## src/rtl/seq_det_pkg.sv

```systemverilog
// Shared definitions for the programmable serial pattern detector:
// FSM state encodings and the pattern-length width helper.
package seq_det_pkg;

  typedef logic [0:0] state_t;

  // IDLE: unconfigured or last configuration was rejected.
  // HUNT: a valid pattern is loaded and the stream is being searched.
  localparam logic [0:0] ST_IDLE = 1'b0;
  localparam logic [0:0] ST_HUNT = 1'b1;

  // Width needed to hold a pattern length in the range 0..pat_w.
  function automatic int len_w(input int pat_w);
    return $clog2(pat_w + 1);
  endfunction

endpackage

```

## src/rtl/seq_det_sat_cnt.sv

```systemverilog
// Saturating event counter. A clear wins over a simultaneous increment;
// the count holds at all-ones instead of wrapping.
module seq_det_sat_cnt #(
  parameter int CNT_W = 16
) (
  input  logic             clock,
  input  logic             reset,
  input  logic             inc,
  input  logic             clr,
  output logic [CNT_W-1:0] count
);

  // Count events, clamp at all-ones, clear has priority.
  always_ff @(posedge clock or posedge reset) begin
    if (reset) begin
      count <= '0;
    end else if (clr) begin
      count <= '0;
    end else if (inc && (count != {CNT_W{1'b1}})) begin
      count <= count + CNT_W'(1);
    end
  end

endmodule

```

## src/rtl/seq_det_prog.sv

```systemverilog
// Programmable serial pattern detector. Shifts valid stream bits into a
// history register and compares the newest pat_len bits against the
// latched pattern. Produces a registered one-cycle detect pulse and feeds
// a saturating match counter.
module seq_det_prog
  import seq_det_pkg::*;
#(
  parameter int PAT_W = 8,
  parameter int CNT_W = 16,
  parameter int LEN_W = len_w(PAT_W)
) (
  input  logic             clock,
  input  logic             reset,
  input  logic             seq_in,
  input  logic             in_valid,
  input  logic             cfg_load,
  input  logic [PAT_W-1:0] pattern,
  input  logic [LEN_W-1:0] pat_len,
  input  logic             overlap_en,
  input  logic             clr_cnt,
  output logic             det_o,
  output logic [CNT_W-1:0] match_cnt,
  output logic             armed,
  output logic             cfg_err
);

  localparam logic [LEN_W-1:0] PAT_W_L = LEN_W'(PAT_W);

  state_t             state;
  logic [PAT_W-1:0]   hist;
  logic [LEN_W-1:0]   fill;
  logic [PAT_W-1:0]   pat_q;
  logic [LEN_W-1:0]   len_q;
  logic               ovl_q;

  logic               len_ok;
  logic               sample;
  logic [PAT_W-1:0]   hist_next;
  logic [LEN_W-1:0]   fill_inc;
  logic [PAT_W-1:0]   len_mask;
  logic               hit;

  // Only bit positions below the active length take part in the compare.
  generate
    for (genvar gi = 0; gi < PAT_W; gi++) begin : g_mask
      assign len_mask[gi] = (LEN_W'(gi) < len_q);
    end
  endgenerate

  // Next history/fill values and the match decision on the updated history.
  // A cfg_load in the same cycle discards the incoming bit.
  always_comb begin
    len_ok    = (pat_len != '0) && (pat_len <= PAT_W_L);
    sample    = (state == ST_HUNT) && in_valid && !cfg_load;
    hist_next = {hist[PAT_W-2:0], seq_in};
    fill_inc  = (fill == PAT_W_L) ? fill : fill + LEN_W'(1);
    hit       = sample && (fill_inc >= len_q) &&
                (((hist_next ^ pat_q) & len_mask) == '0);
  end

  // Configuration, FSM, history shift and detect pulse.
  always_ff @(posedge clock or posedge reset) begin
    if (reset) begin
      state   <= ST_IDLE;
      hist    <= '0;
      fill    <= '0;
      pat_q   <= '0;
      len_q   <= '0;
      ovl_q   <= 1'b0;
      det_o   <= 1'b0;
      cfg_err <= 1'b0;
    end else if (cfg_load) begin
      hist  <= '0;
      fill  <= '0;
      det_o <= 1'b0;
      if (len_ok) begin
        state   <= ST_HUNT;
        pat_q   <= pattern;
        len_q   <= pat_len;
        ovl_q   <= overlap_en;
        cfg_err <= 1'b0;
      end else begin
        state   <= ST_IDLE;
        cfg_err <= 1'b1;
      end
    end else if (sample) begin
      hist  <= hist_next;
      // Non-overlapping mode restarts the fill so the next match needs
      // a completely fresh set of pat_len bits.
      fill  <= (hit && !ovl_q) ? '0 : fill_inc;
      det_o <= hit;
    end else begin
      det_o <= 1'b0;
    end
  end

  assign armed = (state == ST_HUNT);

  seq_det_sat_cnt #(
    .CNT_W (CNT_W)
  ) u_cnt (
    .clock (clock),
    .reset (reset),
    .inc   (hit),
    .clr   (clr_cnt),
    .count (match_cnt)
  );

endmodule

```

## config.mk

```make
export PLATFORM = sky130hd
export DESIGN_NAME = seq_det_prog
export DESIGN_NICKNAME = d
export VERILOG_FILES = /design/src/rtl/seq_det_pkg.sv /design/src/rtl/seq_det_sat_cnt.sv /design/src/rtl/seq_det_prog.sv
export SDC_FILE = /design/constraint.sdc
export NUM_CORES = 1
export LEC_CHECK = 0
export CORE_MARGIN = 3
export CORE_UTILIZATION = 50
export DETAILED_ROUTE_END_ITERATION = 7
export PLACE_DENSITY = 0.88
export RECOVER_POWER = 100
export SYNTH_ARGS = -nofsm -noshare
export SYNTH_HDL_FRONTEND = slang
export SYNTH_SLANG_ARGS = --single-unit
export TNS_END_PERCENT = 1
```

## constraint.sdc

```tcl
create_clock -name clock -period 3.1 [get_ports clock]
set_input_delay 0.31 -clock clock [delete_from_list [all_inputs] [get_ports clock]]
set_output_delay 0.31 -clock clock [all_outputs]
set_load 0.02 [all_outputs]
```

### Word level (Yosys, flattened, before mapping)

Index checks and enable logic that the tools add are counted.

* word-level logic and storage cells: 51
* flip-flop bits (word level): 43
* output and inout bits: 19
* input bits: 19

* $add $sub $neg: 2
* $lt $le $gt $ge: 10
* reduce and logical (&&, ||, !) cells: 14
* bitwise operators: 2
* eq/ne operators: 2
* multiplexer cells: 12

Operator list (number)
* $mux 16: 2
* $add 16x1->16 const B: 1
* $lt 3x4->1 const A: 4
* $mux 4: 4
* $ne 16x16->1 const B: 1
* $mux 7: 2
* $and 8x8->8: 1
* $logic_not 8->1: 1
* $lt 1x4->1 const A: 2
* $lt 2x4->1 const A: 2
* $xor 8x8->8: 1
* $logic_and 1x1->1: 7
* $add 4x1->4 const B: 1
* $eq 4x4->1 const B: 1
* $ge 4x4->1: 1
* $le 4x4->1 const B: 1
* $mux 1: 4
* $reduce_bool 2->1: 2
* $reduce_bool 4->1: 1
* $logic_not 1->1: 2
* $reduce_and 2->1: 1

### Longest topological paths before layout

Gate-level depths: netlist of run 1.

* word-level depth: 9
* depth in mapped cells: 13
* gate-level depth less buffers: 13

### Hierarchy

From an unflattened synthesis of run 1, not the netlist that was laid out.

* cell total of the unflattened synthesis: 241
* area total of the unflattened synthesis: 2353.5 µm²

Modules (own cells, without submodules)
* seq_det_prog: cells an instance 140, sequential area each 675.6 µm², area each 1421.4 µm², instances 1
* seq_det_sat_cnt: cells an instance 101, sequential area each 400.4 µm², area each 932.1 µm², instances 1

### Least setup slack after synthesis of run 1

No wires, ideal clock.

* kind: reg-to-reg
* from: register fill[0]
* to: register u_cnt.count[4]
* data required time: 3.022 ns
* clock period less this slack: 2.485 ns
* setup time: 0.078 ns
* path buffers: 1
* cell stages (with the launch flop): 14
* slack: 0.615 ns
* arrival: 2.407 ns
* cell sequence: dfrtp_1 > inv_1 > ha_1 > nand2_1 > nor2_1 > xnor2_1 > ha_1 > nand2b_1 > a2111oi_0 > nor4_1 > nand4b_1 > buf_2 > or4_1 > a21oi_1

* word-level cells in the longest chain between the ends: 7
* elaborated cells between the ends (all ways): 8
* classes of those cells: 1 x add/sub; 1 x order compare; 1 x eq/ne; 1 x mux; 4 x reduce/logical

Ends and longest elaborated chain
* start, declared: line seq_det_prog.sv:31 `logic [LEN_W-1:0] fill;`
* start signal, assigned: line seq_det_prog.sv:90 `fill <= (hit && !ovl_q) ? '0 : fill_inc;`
* $add 4x1->4 / $eq 4x4->1 (equally long branches): line seq_det_prog.sv:56 `fill_inc = (fill == PAT_W_L) ? fill : fill + LEN_W'(1);`
* $mux 4 (*): line seq_det_prog.sv:56
* $ge 4x4->1 (*): line seq_det_prog.sv:57 `hit = sample && (fill_inc >= len_q) &&`
* $logic_and 1x1->1 (*) (2 in a row): line seq_det_prog.sv:57
* $logic_and 1x1->1 (*): line seq_det_sat_cnt.sv:19 `end else if (inc && (count != {CNT_W{1'b1}})) begin`
* $reduce_bool 2->1 (no line) (*)
* end signal, assigned: line seq_det_sat_cnt.sv:20 `count <= count + CNT_W'(1);`
* end, declared: line seq_det_sat_cnt.sv:10 `output logic [CNT_W-1:0] count`

Mark *: on every way between the ends. The rest lies on a longest branch, timed or not.
A chain may end at the register's enable or synchronous reset.

### Worst setup path in the final report of run 1

* from: register fill[0]
* to: register fill[2]

* word-level cells in the longest chain between the ends: 9
* elaborated cells between the ends (all ways): 10
* classes of those cells: 1 x add/sub; 1 x order compare; 1 x eq/ne; 4 x mux; 3 x reduce/logical

Ends and longest elaborated chain
* $add 4x1->4 / $eq 4x4->1 (equally long branches): line seq_det_prog.sv:56
* $mux 4 (*): line seq_det_prog.sv:56
* $ge 4x4->1: line seq_det_prog.sv:57
* $logic_and 1x1->1 (2 in a row): line seq_det_prog.sv:57
* $logic_and 1x1->1: line seq_det_prog.sv:90
* $mux 4 (*): line seq_det_prog.sv:90
* $mux 4 (*): line seq_det_prog.sv:86 `end else if (sample) begin`
* $mux 4 (*): line seq_det_prog.sv:72 `end else if (cfg_load) begin`

Mark *: on every way between the ends. The rest lies on a longest branch, timed or not. The select of a mux whose other input is x is not followed.

==> results of run 1 <==
[critical path: cells and delay by family, from the launching register on]
kind | cells | cell delay, ns
buf+inv | 3 | 0.44
simple gates | 6 | 0.73
fa+ha+maj | 2 | 0.44
xor+xnor | 1 | 0.18
flops | 1 | 0.42
compound gates | 2 | 0.55
[synth_stat cells, types with 5 or more instances]
master     n
dfrtp_1   43
nand3_1    7
a21oi_1   20
nor2_1     7
mux2_2    13
o21ai_0   17
a22o_1     7
clkbuf_1   5
nand2_1   15
ha_1       7
xnor2_1   10
nand4_1    6
inv_1      9
or3_1     12
nor3_1     5
[cell families (layout without fill, tap and decap cells)]
| kind of cell | count (synthesis) | in the layout |
|---|---|---|
| buf+inv | 18 | 56 |
| flops | 43 | 43 |
| simple gates | 67 | 67 |
| fa+ha+maj | 7 | 7 |
| mux | 14 | 14 |
| xor+xnor | 11 | 11 |
| compound gates | 57 | 57 |
[report_power, final]
group	internal (mW)	total, mW	switching (mW)
logic	0.0973	0.178	0.0810
registers	0.596	0.635	0.0394
clock network	0.240	0.432	0.192
[stage by stage]
step | area, sq um | util, % | setup WS, ns | cells | power [mW]
2_1_floorplan | 2210 | - | 0.615 | 217 | 0.753
3_3_place_gp | 2620 | 63.2 | 0.472 | 297 | 0.808
3_5_place_dp | 2620 | 63.2 | 0.284 | 297 | 0.818
4_1_cts | 2730 | 65.9 | 0.230 | 305 | 1.25
5_1_grt | 2740 | 66.0 | 0.0530 | 305 | 1.30
6_report | 2740 | 66.0 | 0.261 | 305 | 1.25
[area by class of cell]
cell class | count | area (sq um) | area share [%]
Clock buffer | 5 | 68.8 | 2.51
Clock inverter | 3 | 43.8 | 1.60
Inverter | 9 | 33.8 | 1.23
Multi-Input combinational cell | 156 | 1070 | 39.0
Sequential cell | 43 | 1080 | 39.3
Tap cell | 50 | 62.6 | 2.29
Timing Repair Buffer | 39 | 385 | 14.1
[routing by layer]
layer | GRT usage [%] | up-vias
met5 | 0 | -
met4 | 6.97 | 0
met3 | 3.88 | 8
met2 | 30.8 | 57
met1 | 25.3 | 884
li1 | - | 862
[sequential cells by signal, summed over array words and instances (netlist names)]
name	flops
cfg_err	1
det_o	1
pat_q	8
ovl_q	1
fill	4
hist	7
len_q	4
u_cnt.count	16
armed	1
[layout by cell type (no fill, tap or decap), types with 5 or more instances in the layout]
master and instances:
inv_1 9, clkbuf_8 5, mux2_2 13, nand2_1 15
dfrtp_1 43, nor2_1 7, o21ai_0 17, or3_1 12
xnor2_1 10, dlygate4sd3_1 22, a21oi_1 20, ha_1 7
nand4_1 6, nor3_1 5, nand3_1 7, a22o_1 7
clkdlybuf4s50_1 15
[worst max-delay path by stage]
stage                     startpoint               to  slack, ns  cells past startpoint
after CTS                    fill[0]          fill[2]       0.23                     14
after floorplan              fill[0]   u_cnt.count[4]       0.62                     13
after detailed placement     fill[0]   u_cnt.count[9]       0.28                     13
final                        fill[0]          fill[2]       0.26                     14
after global placement       fill[0]          fill[2]       0.47                     14
after global routing         fill[0]  u_cnt.count[14]       0.05                     14
[repair_timing]
action / in CTS / in global routing
gates resized for setup: 0 / 3
hold endpoints to repair: 0 / 0
setup endpoints to repair: 0 / 16
==> flow_summary.toml, run 1 <==
[status]
status = "finished with violations"
violations = "capacitance limit, slew limit"

[floorplanning]
dieWidth_um = 72.5
die_h_um = 72.5
dieArea_sq_um = 5260
core-area_sq_um = 4140
num_io_pins = 38
fp-row-count = 23
start_util_pct = 53.4

[placed_design]
place_congestion = 0.812
place.port_buffers = 37
hpwl_um = 3310

[drt]
top_layer_used = "met4"
vias = 1811
firstDrtPassIters = 4
wl_met1_um = 2140
first_iter_violations = 126
dr_wl_met2_um = 2420
drtAntennaViolNets = 0
wl_um = 4860
drc = 0
wl_met3_um = 227
wl_per_cell_um = 15.9
via_per_inst = 5.94

[critical_path]
crit_fanout = 31
cpPeakStageDelay_ns = 0.42
crit_type = "register to register"
cp.arrival_ns = 3.06
required_ns = 3.33
r2r_setup_slack_ns = 0.26
path_cells = "inv_1, ha_1, nand2_1, nor2_1, xnor2_1, ha_1, nand2b_1, a2111oi_2, nor4_1, nand4b_1, buf_6, inv_1, nand2b_1, a32o_1"
start_kind = "register"
crit_path_end_kind = "register"
crit_path_top_delay_cell = "dfrtp_1"
reg2reg_depth = 14
r2r-end = "fill[2]"
r2r_start = "fill[0]"

[sta]
relSlewSlack_pct = -48.3
setup_viol = 0
fin_crit_sh_pct = 91.6
tightest_slew_ns = 2.22
hold_ws_ns = 0.513
slew_viol_final = 44
setup_tns_ns = 0
grt_setup_unrepaired = "no"
fin_crit_ns = 2.84
hold_violations = 0
clock-skew-final_ns = 0.00637
fmaxAchievable_mhz = 352

[grt]
track_usage_pct = 19.0
grt_first_pass_wirelength_um = 7800
grt_pass1_vias = 1708
antenna_found_initial = 0
grt_max_degree = 44
grt_remaining_overflow = 0

[finish]
drive_gt1_share_pct = 9.41
diodes = 0
n_fill_cell = 338
nets = 280
areaGrowthSynthToFinish_pct = 23.7

[cts]
cts_hold_buf = 0
clock_path_buffers = 2
path_clk_slew_ns = 0.08
root_buffer = "clkbuf_8"
cts_buffers = 5
cts_setup_buffers = 0
insertion_delay_ns = 0.29
tritoncts = "yes"
cts.sinks = 43
htreeDepth = 2

[logic_synthesis]
ys.flop_type = "dfrtp_1"
yosys.area.top_type = "dfrtp_1"
yosysSeqAreaShare_pct = 48.6
synth_top_family_by_area = "simple AND/OR/NAND/NOR gates"
synthMuxAreaShare_pct = 7.07
synth.avg_cell_area_sq_um = 10.2
synth_compound_area_share_pct = 15.8
synthesis.area_sq_um = 2210
ys_types = 39
synthAdderAreaFrac_pct = 3.96
synthesis.nets = 243
yosysWarnings = 0
synth_simple_gate_area_share_pct = 16.7
ys_ff_latch = 43
yosys.area_share.xor_xnor_pct = 4.36
async_reset_ff_share_pct = 100
synthTopCellsByArea = "dfrtp_1 (49%), mux2_2 (6.6%), a21oi_1 (4.5%), ha_1 (4.0%), xnor2_1 (4.0%)"
synth_cells = 217
synth_top_area_share_pct = 48.6
synth-edff-count = 0

[pwr]
leakage_nw = 1.14
ir_drop_mv = 0.367
powerDensity_nw_per_um2 = 455

[worst_hold_path]
hold_depth = 1
min-delay-start = "cfg_err"
hold_end = "cfg_err"
min_path_type = "register to register"

[flow_run]
drv_cap = 1
Power figures use the tool's default switching activity.
==> run 2: changes to the inputs <==
--- a/config.mk
+++ b/config.mk
@@ -8,6 +8,7 @@
 export CORE_MARGIN = 3
 export CORE_UTILIZATION = 50
 export DETAILED_ROUTE_END_ITERATION = 7
+export GPL_TIMING_DRIVEN = 0
 export PLACE_DENSITY = 0.88
 export RECOVER_POWER = 100
 export SYNTH_ARGS = -nofsm -noshare
==> run 2 against run 1 <==
Net effect:
- the flow still finishes with violations (capacitance limit, slew limit)
- combinational power shrank 2%
- cell area decreased by 0.50%
- clock skew rose by 0.0067 ns
- hold slack got worse by 0.11 ns
- setup slack gained 0.0087 ns
- die area stayed put
- non-clock buffer count is 6 higher
- final cell count up 2.0%
- critical endpoint is now u_cnt.count[14]
==> flow_summary.toml, run 2 (synthesized netlist as in run 1, its figures left out) <==
[cts]
tritoncts = "yes"
cts_hold_buf = 0
cts.sinks = 43
cts_buffers = 5
path_clk_slew_ns = 0.08
htreeDepth = 2
root_buffer = "clkbuf_8"
insertion_delay_ns = 0.30
clock_path_buffers = 2

[sta]
clock-skew-final_ns = 0.0131
setup_tns_ns = 0
hold_violations = 0
grt_setup_unrepaired = "yes"
setup_viol = 0
slew_viol_final = 44
tightest_slew_ns = 1.56
fin_crit_sh_pct = 91.3
fmaxAchievable_mhz = 353
relSlewSlack_pct = -4.20
fin_crit_ns = 2.83

[flow_run]
drv_cap = 1

[status]
status = "finished with violations"
violations = "capacitance limit, slew limit"

[drt]
wl_um = 4720
wl_met1_um = 2140
vias = 1830
via_per_inst = 5.88
top_layer_used = "met4"
drtAntennaViolNets = 0
wl_met3_um = 202
wl_per_cell_um = 15.2
drc = 0
firstDrtPassIters = 4
first_iter_violations = 184
dr_wl_met2_um = 2330

[grt]
grt_max_degree = 44
grt_remaining_overflow = 0
track_usage_pct = 19.8
antenna_found_initial = 0
grt_first_pass_wirelength_um = 8170
grt_pass1_vias = 1748

[finish]
reg.largest.list = "u_cnt.count x16, pat_q x8, hist x7"
final_cell_mix = "dfrtp_1 (43), dlygate4sd3_1 (21), a21oi_1 (20)"
areaGrowthSynthToFinish_pct = 23.1
largest_register_ffs = 16
drive_gt1_share_pct = 9.20
nets = 286
stdcell_count = 311
regMostFlops = "u_cnt.count"
final_common_cell = "dfrtp_1"
diodes = 0
n_fill_cell = 324

[floorplanning]
num_io_pins = 38
start_util_pct = 53.4
fp-row-count = 23
die_h_um = 72.5
dieWidth_um = 72.5
dieArea_sq_um = 5260
core-area_sq_um = 4140

[critical_path]
crit_path_end_kind = "register"
crit_fanout = 10
start_kind = "register"
startpoint = "fill[0]"
r2r_start = "fill[0]"
crit_type = "register to register"
cp.arrival_ns = 3.03
required_ns = 3.30

[pwr]
ir_drop_mv = 0.360
leakage_nw = 1.13
power_mw = 1.15
powerDensity_nw_per_um2 = 422

[placed_design]
place_congestion = 0.863
place.port_buffers = 36
dp_cells = 303
hpwl_um = 3430

[worst_hold_path]
min_path_type = "input pin to register"
min-delay-start = "clr_cnt"
==> run 2: stage by stage <==
step	utilization [%]	cell area, sq um	hold WS [ns]	setup WS (ns)
after floorplan	-	2210	0.406	0.615
after detailed placement	63.6	2640	0.477	0.237
after global placement	63.6	2640	0.462	0.310
after CTS	65.6	2720	0.386	0.185
after global routing	65.7	2720	0.438	-0.0688
final	65.7	2720	0.399	0.269
==> run 2: what timing repair did <==
item | in CTS | in global routing
setup endpoints to repair | 0 | 17
gates resized for setup | 0 | 3
setup buffers | 0 | 0
==> run 2: area by class of cell <==
class	count	area (sq um)	share of cell area [%]
Clock inverter	2	12.5	0.460
Timing Repair Buffer	36	360	13.2
Inverter	9	33.8	1.24
Clock buffer	6	72.6	2.67
Tap cell	50	62.6	2.30
Buffer	9	43.8	1.61
Multi-Input combinational cell	156	1060	39.0
Sequential cell	43	1080	39.5
==> run 2: final timing paths <==
kind	endpoint	slack, ns	depth (start not counted)
setup reg to reg	u_cnt.count[14]	0.27	13
hold / removal	u_cnt.count[15]	0.40	2
hold reg to reg	cfg_err	0.48	1
setup / recovery	u_cnt.count[14]	0.27	13
max in group asynchronous	len_q[0]	1.26	2
min in group asynchronous	pat_q[1]	0.93	2
==> run 2: report_power, final <==
group / total [mW] / internal, mW / switching [mW]
registers: 0.633 / 0.596 / 0.0371
clock network: 0.342 / 0.157 / 0.184
logic: 0.174 / 0.0946 / 0.0794
total: 1.15 / 0.848 / 0.301
==> run 2: worst max-delay path: stages (launching register included) <==
cell,delay [ns]
dfrtp_1,0.42
inv_1,0.11
ha_1,0.15
nand2_1,0.06
nor2_1,0.12
xnor2_1,0.16
ha_1,0.26
nand2b_1,0.14
a2111oi_1,0.41
nor4_1,0.08
nand4b_1,0.18
clkbuf_1,0.31
nor3_1,0.10
a211oi_1,0.23
==> run 2: per-layer routing <==
layer,vias to the layer above,track usage [%]
met4,0,5.74
met2,41,32.2
met1,904,26.8
met3,4,4.16
met5,-,0
li1,881,-
==> run 3: changes to the inputs <==
--- a/config.mk
+++ b/config.mk
@@ -7,6 +7,7 @@
 export LEC_CHECK = 0
 export CORE_MARGIN = 3
 export CORE_UTILIZATION = 50
+export CTS_CLUSTER_DIAMETER = 100
 export DETAILED_ROUTE_END_ITERATION = 7
 export GPL_TIMING_DRIVEN = 0
 export PLACE_DENSITY = 0.88
==> results of run 3 <==
Final layout, timing and power as in run 2 (identical DEF).
